## config.mk

```make
export PLATFORM = sky130hd
export DESIGN_NAME = exponent_arbiter
export DESIGN_NICKNAME = d
export VERILOG_FILES = /design/src/rtl/exponent_arbiter.sv
export SDC_FILE = /design/constraint.sdc
export NUM_CORES = 1
export LEC_CHECK = 0
export ABC_AREA = 1
export CORE_UTILIZATION = 39
export CTS_CLUSTER_SIZE = 28
export DETAILED_ROUTE_END_ITERATION = 10
export PLACE_DENSITY = 0.8
export SYNTH_ARGS = -nofsm -noshare
export SYNTH_HDL_FRONTEND = slang
export SYNTH_SLANG_ARGS = --single-unit
export TNS_END_PERCENT = 1
```

## constraint.sdc

```tcl
create_clock -name i_clk -period 1.9 [get_ports i_clk]
set_clock_uncertainty 0.2 [all_clocks]
set_input_delay 0.38 -clock i_clk [delete_from_list [all_inputs] [get_ports i_clk]]
set_output_delay 0.38 -clock i_clk [all_outputs]
set_load 0.1 [all_outputs]
```

## src/rtl/exponent_arbiter.sv

```systemverilog
// Round-robin front end that time-shares a single exponent core between NUM_REQ requesters.
// Optional RUN watchdog is built only when EXP_ARB_TIMEOUT_EN is defined.
module exponent_arbiter #(
  parameter int NUM_REQ        = 2,
  parameter int IDW            = 1,
  parameter int TIMEOUT_CYCLES = 255
) (
  input  logic                 i_clk,
  input  logic                 i_rst_n,
  input  logic [NUM_REQ-1:0]   i_req_valid,
  output logic [NUM_REQ-1:0]   o_req_ready,
  input  logic [4*NUM_REQ-1:0] i_req_X,
  input  logic [4*NUM_REQ-1:0] i_req_A,
  output logic [NUM_REQ-1:0]   o_rsp_valid,
  input  logic [NUM_REQ-1:0]   i_rsp_ready,
  output logic [14:0]          o_rsp_P,
  output logic                 o_rsp_err,
  output logic                 o_core_load,
  output logic                 o_core_start,
  output logic [3:0]           o_core_X,
  output logic [3:0]           o_core_A,
  input  logic                 i_core_done,
  input  logic [14:0]          i_core_P,
  output logic                 o_busy,
  output logic [IDW-1:0]       o_grant_id
);

  typedef enum logic [2:0] {IDLE, LOAD, START, RUN, RESP} state_t;

  state_t         state, state_nxt;
  logic [IDW-1:0] last_grant;
  logic [IDW-1:0] winner;
  logic           found;
  logic [3:0]     win_x, win_a;
  logic           rsp_hs;
  logic           timeout_hit;

  if (NUM_REQ < 2 || NUM_REQ > 8 || IDW != $clog2(NUM_REQ) || TIMEOUT_CYCLES < 1) begin : g_param_check
    $error("exponent_arbiter: illegal parameter combination");
  end

  // Search starts one past the previous grantee so every requester gets a turn.
  always_comb begin
    int idx;
    idx   = 0;
    found = 1'b0;
    winner = '0;
    win_x = '0;
    win_a = '0;
    for (int off = 1; off <= NUM_REQ; off++) begin
      idx = int'(last_grant) + off;
      if (idx >= NUM_REQ) idx = idx - NUM_REQ;
      for (int k = 0; k < NUM_REQ; k++) begin
        if (!found && k == idx && i_req_valid[k]) begin
          found  = 1'b1;
          winner = IDW'(k);
          win_x  = i_req_X[4*k +: 4];
          win_a  = i_req_A[4*k +: 4];
        end
      end
    end
  end

  always_comb begin
    o_req_ready = '0;
    o_rsp_valid = '0;
    for (int k = 0; k < NUM_REQ; k++) begin
      o_req_ready[k] = i_rst_n && (state == IDLE) && found && (winner == IDW'(k));
      o_rsp_valid[k] = (state == RESP) && (o_grant_id == IDW'(k));
    end
  end

  assign rsp_hs       = |(o_rsp_valid & i_rsp_ready);
  assign o_core_load  = (state == LOAD);
  assign o_core_start = (state == START);
  assign o_busy       = (state != IDLE);

  always_ff @(posedge i_clk or negedge i_rst_n) begin
    if (!i_rst_n) state <= IDLE;
    else          state <= state_nxt;
  end

  always_comb begin
    state_nxt = state;
    case (state)
      IDLE:    if (found) state_nxt = LOAD;
      LOAD:    state_nxt = START;
      START:   state_nxt = RUN;
      RUN:     if (i_core_done || timeout_hit) state_nxt = RESP;
      RESP:    if (rsp_hs) state_nxt = IDLE;
      default: state_nxt = IDLE;
    endcase
  end

  always_ff @(posedge i_clk or negedge i_rst_n) begin
    if (!i_rst_n) begin
      o_core_X   <= '0;
      o_core_A   <= '0;
      o_grant_id <= '0;
      last_grant <= IDW'(NUM_REQ - 1);
      o_rsp_P    <= '0;
    end else begin
      case (state)
        IDLE: if (found) begin
          o_core_X   <= win_x;
          o_core_A   <= win_a;
          o_grant_id <= winner;
        end
        RUN: begin
          if (i_core_done)      o_rsp_P <= i_core_P;
          else if (timeout_hit) o_rsp_P <= '0;
        end
        RESP: if (rsp_hs) last_grant <= o_grant_id;
        default: ;
      endcase
    end
  end

`ifdef EXP_ARB_TIMEOUT_EN
  logic [15:0] run_cnt;
  logic        rsp_err_q;

  // Counter is zeroed in START so it reads 0 on the first RUN cycle.
  assign timeout_hit = (run_cnt == 16'(TIMEOUT_CYCLES - 1));
  assign o_rsp_err   = rsp_err_q;

  always_ff @(posedge i_clk or negedge i_rst_n) begin
    if (!i_rst_n) begin
      run_cnt   <= '0;
      rsp_err_q <= 1'b0;
    end else begin
      if (state == START)    run_cnt <= '0;
      else if (state == RUN) run_cnt <= run_cnt + 16'd1;
      if (state == RUN) begin
        if (i_core_done)      rsp_err_q <= 1'b0;
        else if (timeout_hit) rsp_err_q <= 1'b1;
      end
    end
  end
`else
  assign timeout_hit = 1'b0;
  assign o_rsp_err   = 1'b0;
`endif

endmodule

```

==> impl_metrics.ini <==
[logic_synthesis]
ys_top_cells_by_area = dfrtp_1, mux2_4, nand2_1
synth_flop_cell = dfrtp_1
synth_most_common_cell = nand2_1
yosysSeqAreaShare = 0.534
yosys.area.top_type = dfrtp_1
syn-num-nets = 173
ys_types = 19
avgSynthCellArea_um2 = 9.74
synth_edf_count = 0
synth_top_cells_by_count = nand2_1, dfrtp_1, nor2_1
ys_warn_count = 0
synthCells = 135
yosysTopAreaCellShare = 0.514
ys_ff_latch = 28
syn_area_um2 = 1320
async_flop_share = 1.00

[drt]
routed_wl_mm = 3.74
routed_via_density = 4.80
drc = 0
drtIter0Drc = 52
vias = 1266
wl_per_cell_um = 14.2
drtAntennaViolNets = 0
firstDrtPassIters = 4

[placed_design]
gp_congestion = 0.776
place_hpwl_mm = 3.01
port_buffers = 68
dpl_cell_area_um2 = 2510

[worst_setup_path]
r2r_cells = 9
r2r-end = o_core_A[1]$_DFFE_PN0P_
r2r_slack_ps = 270
cp_cell_sequence = buf_6 > nand2_2 > nand2_2 > inv_2 > nor3_4 > buf_12
r2r_start = last_grant$_DFFE_PN1P_
worstSetupPathDepth = 6
max_stage_delay_ps = 570
path_class = reg2out
crit_start = last_grant$_DFFE_PN1P_
cp_common_cell = nand2_2
crit_family = flip-flops
cp-start-kind = flip-flop
crit_path_top_delay_cell = dfstp_2
crit_path_end = o_req_ready[0]
crit_required_ps = 1320
crit_path_end_kind = primary output
worstPathMaxFanout = 2
critical_path_buf_inv_count = 3
cp.arrival_ps = 1580

[run_status]
violations = negative setup slack
status = finished with violations

[sta]
finalCritPeriodShare = 1.13
setup_viol = 5
rsz0062_at_grt = yes
finalSetupTns_ps = -870
fmax_ghz = 0.464
finalHoldViolCount = 0
fin_crit_ps = 2160
drv_slew = 0
fin_ws_ps = -255

[global_route]
grtUsageTotal = 0.228
grt_overflow = 0
grt_max_degree = 29
grt_pass1_wl_mm = 6.08
grt_antenna_before_repair = 0
grt_pass1_vias = 1370

[clock_tree]
htreeDepth = 1
cts_inserted_buffers = 3
clk_pin_slew_ps = 140
clk_path_buf_depth = 2
tritoncts = yes
cts.sinks = 28
root_buffer = clkbuf_4
cts-hold-fix-buffers = 0
clock_latency_ps = 320

[min_path]
worstHoldPathType = in2async

[cells_and_area]
utilization = 0.848
drive_above_1_share = 0.423
fin_area_um2 = 2650
area_growth_pct = 102
num_antenna_cells = 0
finalNetCount = 259

[floorplan]
num_rows = 20
core_um2 = 3130
dieHeight_um = 60.1
dieArea_um2 = 3610
io_pins = 70
die_w_um = 60.1
start_util = 0.420

[flow_run]
cap_violations = 0
[placed cells by master, fill, tap and decap left out, types with 8 or more instances in the layout]
cell,instances
buf_12,32
buf_4,12
clkdlybuf4s50_1,37
dfrtp_1,25
mux2_4,9
nand2_1,29
nand3_1,8
nor2_1,13
[kinds of logic (layout without fill, tap and decap cells)]
kind of cell	count (synthesis)	count (layout)	share of synthesized area
other	1	1	0.00285
AOI/OAI and AO/OA	6	6	0.0228
buffers and inverters	15	100	0.0514
and+or+nand+nor	70	70	0.235
DFF	28	28	0.534
muxes	15	15	0.154
[final cells by class]
| cell class | count | area [um2] |
|---|---|---|
| timing repair buffer | 83 | 1120 |
| sequential | 28 | 704 |
| multi-input combinational | 92 | 669 |
| fill | 157 | 475 |
| inverter | 13 | 63.8 |
| tap | 44 | 55.1 |
| clock buffer | 4 | 36.3 |
[worst min-delay path by stage]
| stage | from | endpoint | slack (ps) | cells after the start |
|---|---|---|---|---|
| final | i_rst_n | o_core_A[2]$_DFFE_PN0P_ | 240 | 2 |
| after global routing | i_rst_n | o_core_A[2]$_DFFE_PN0P_ | 250 | 2 |
| after CTS | i_rst_n | o_core_X[0]$_DFFE_PN0P_ | 250 | 2 |
| after detailed placement | o_core_X[2]$_DFFE_PN0P_ | o_core_X[2]$_DFFE_PN0P_ | 340 | 2 |
| after global placement | o_core_A[3]$_DFFE_PN0P_ | o_core_A[3]$_DFFE_PN0P_ | 330 | 2 |
| after floorplan | i_rst_n | o_core_A[0]$_DFFE_PN0P_ | -120 | 0 |
[repair_timing]
item                                    in CTS  in global routing
endpoints found under the setup margin       6                  6
resized for setup                           24                  4
buffers inserted                             4                  0
pin swaps                                    5                  0
[registers in the layout (all words and copies together) (netlist names)]
| register | cells |
|---|---|
| o_grant_id | 1 |
| o_core_X | 4 |
| o_core_A | 4 |
| state | 3 |
| last_grant | 1 |
| o_rsp_P | 15 |
[layer usage]
metal	GRT usage	vias up	part of all wire
met5	0	-	0
met4	0.0631	0	0.013
met3	0.0736	6	0.10
met2	0.416	64	0.49
met1	0.253	589	0.39
li1	-	607	-
[through the flow]
step / setup WS, ps / hold slack [ps] / cells
2_1_floorplan: -503 / -116 / 135
3_3_place_gp: -263 / 331 / 256
3_5_place_dp: -326 / 337 / 256
4_1_cts: -240 / 253 / 264
5_1_grt: -330 / 250 / 264
6_report: -255 / 244 / 264
Power is left out: the tool's default activity adds up to more than one toggle a clock period on the data nets, which glitch-free logic cannot reach.
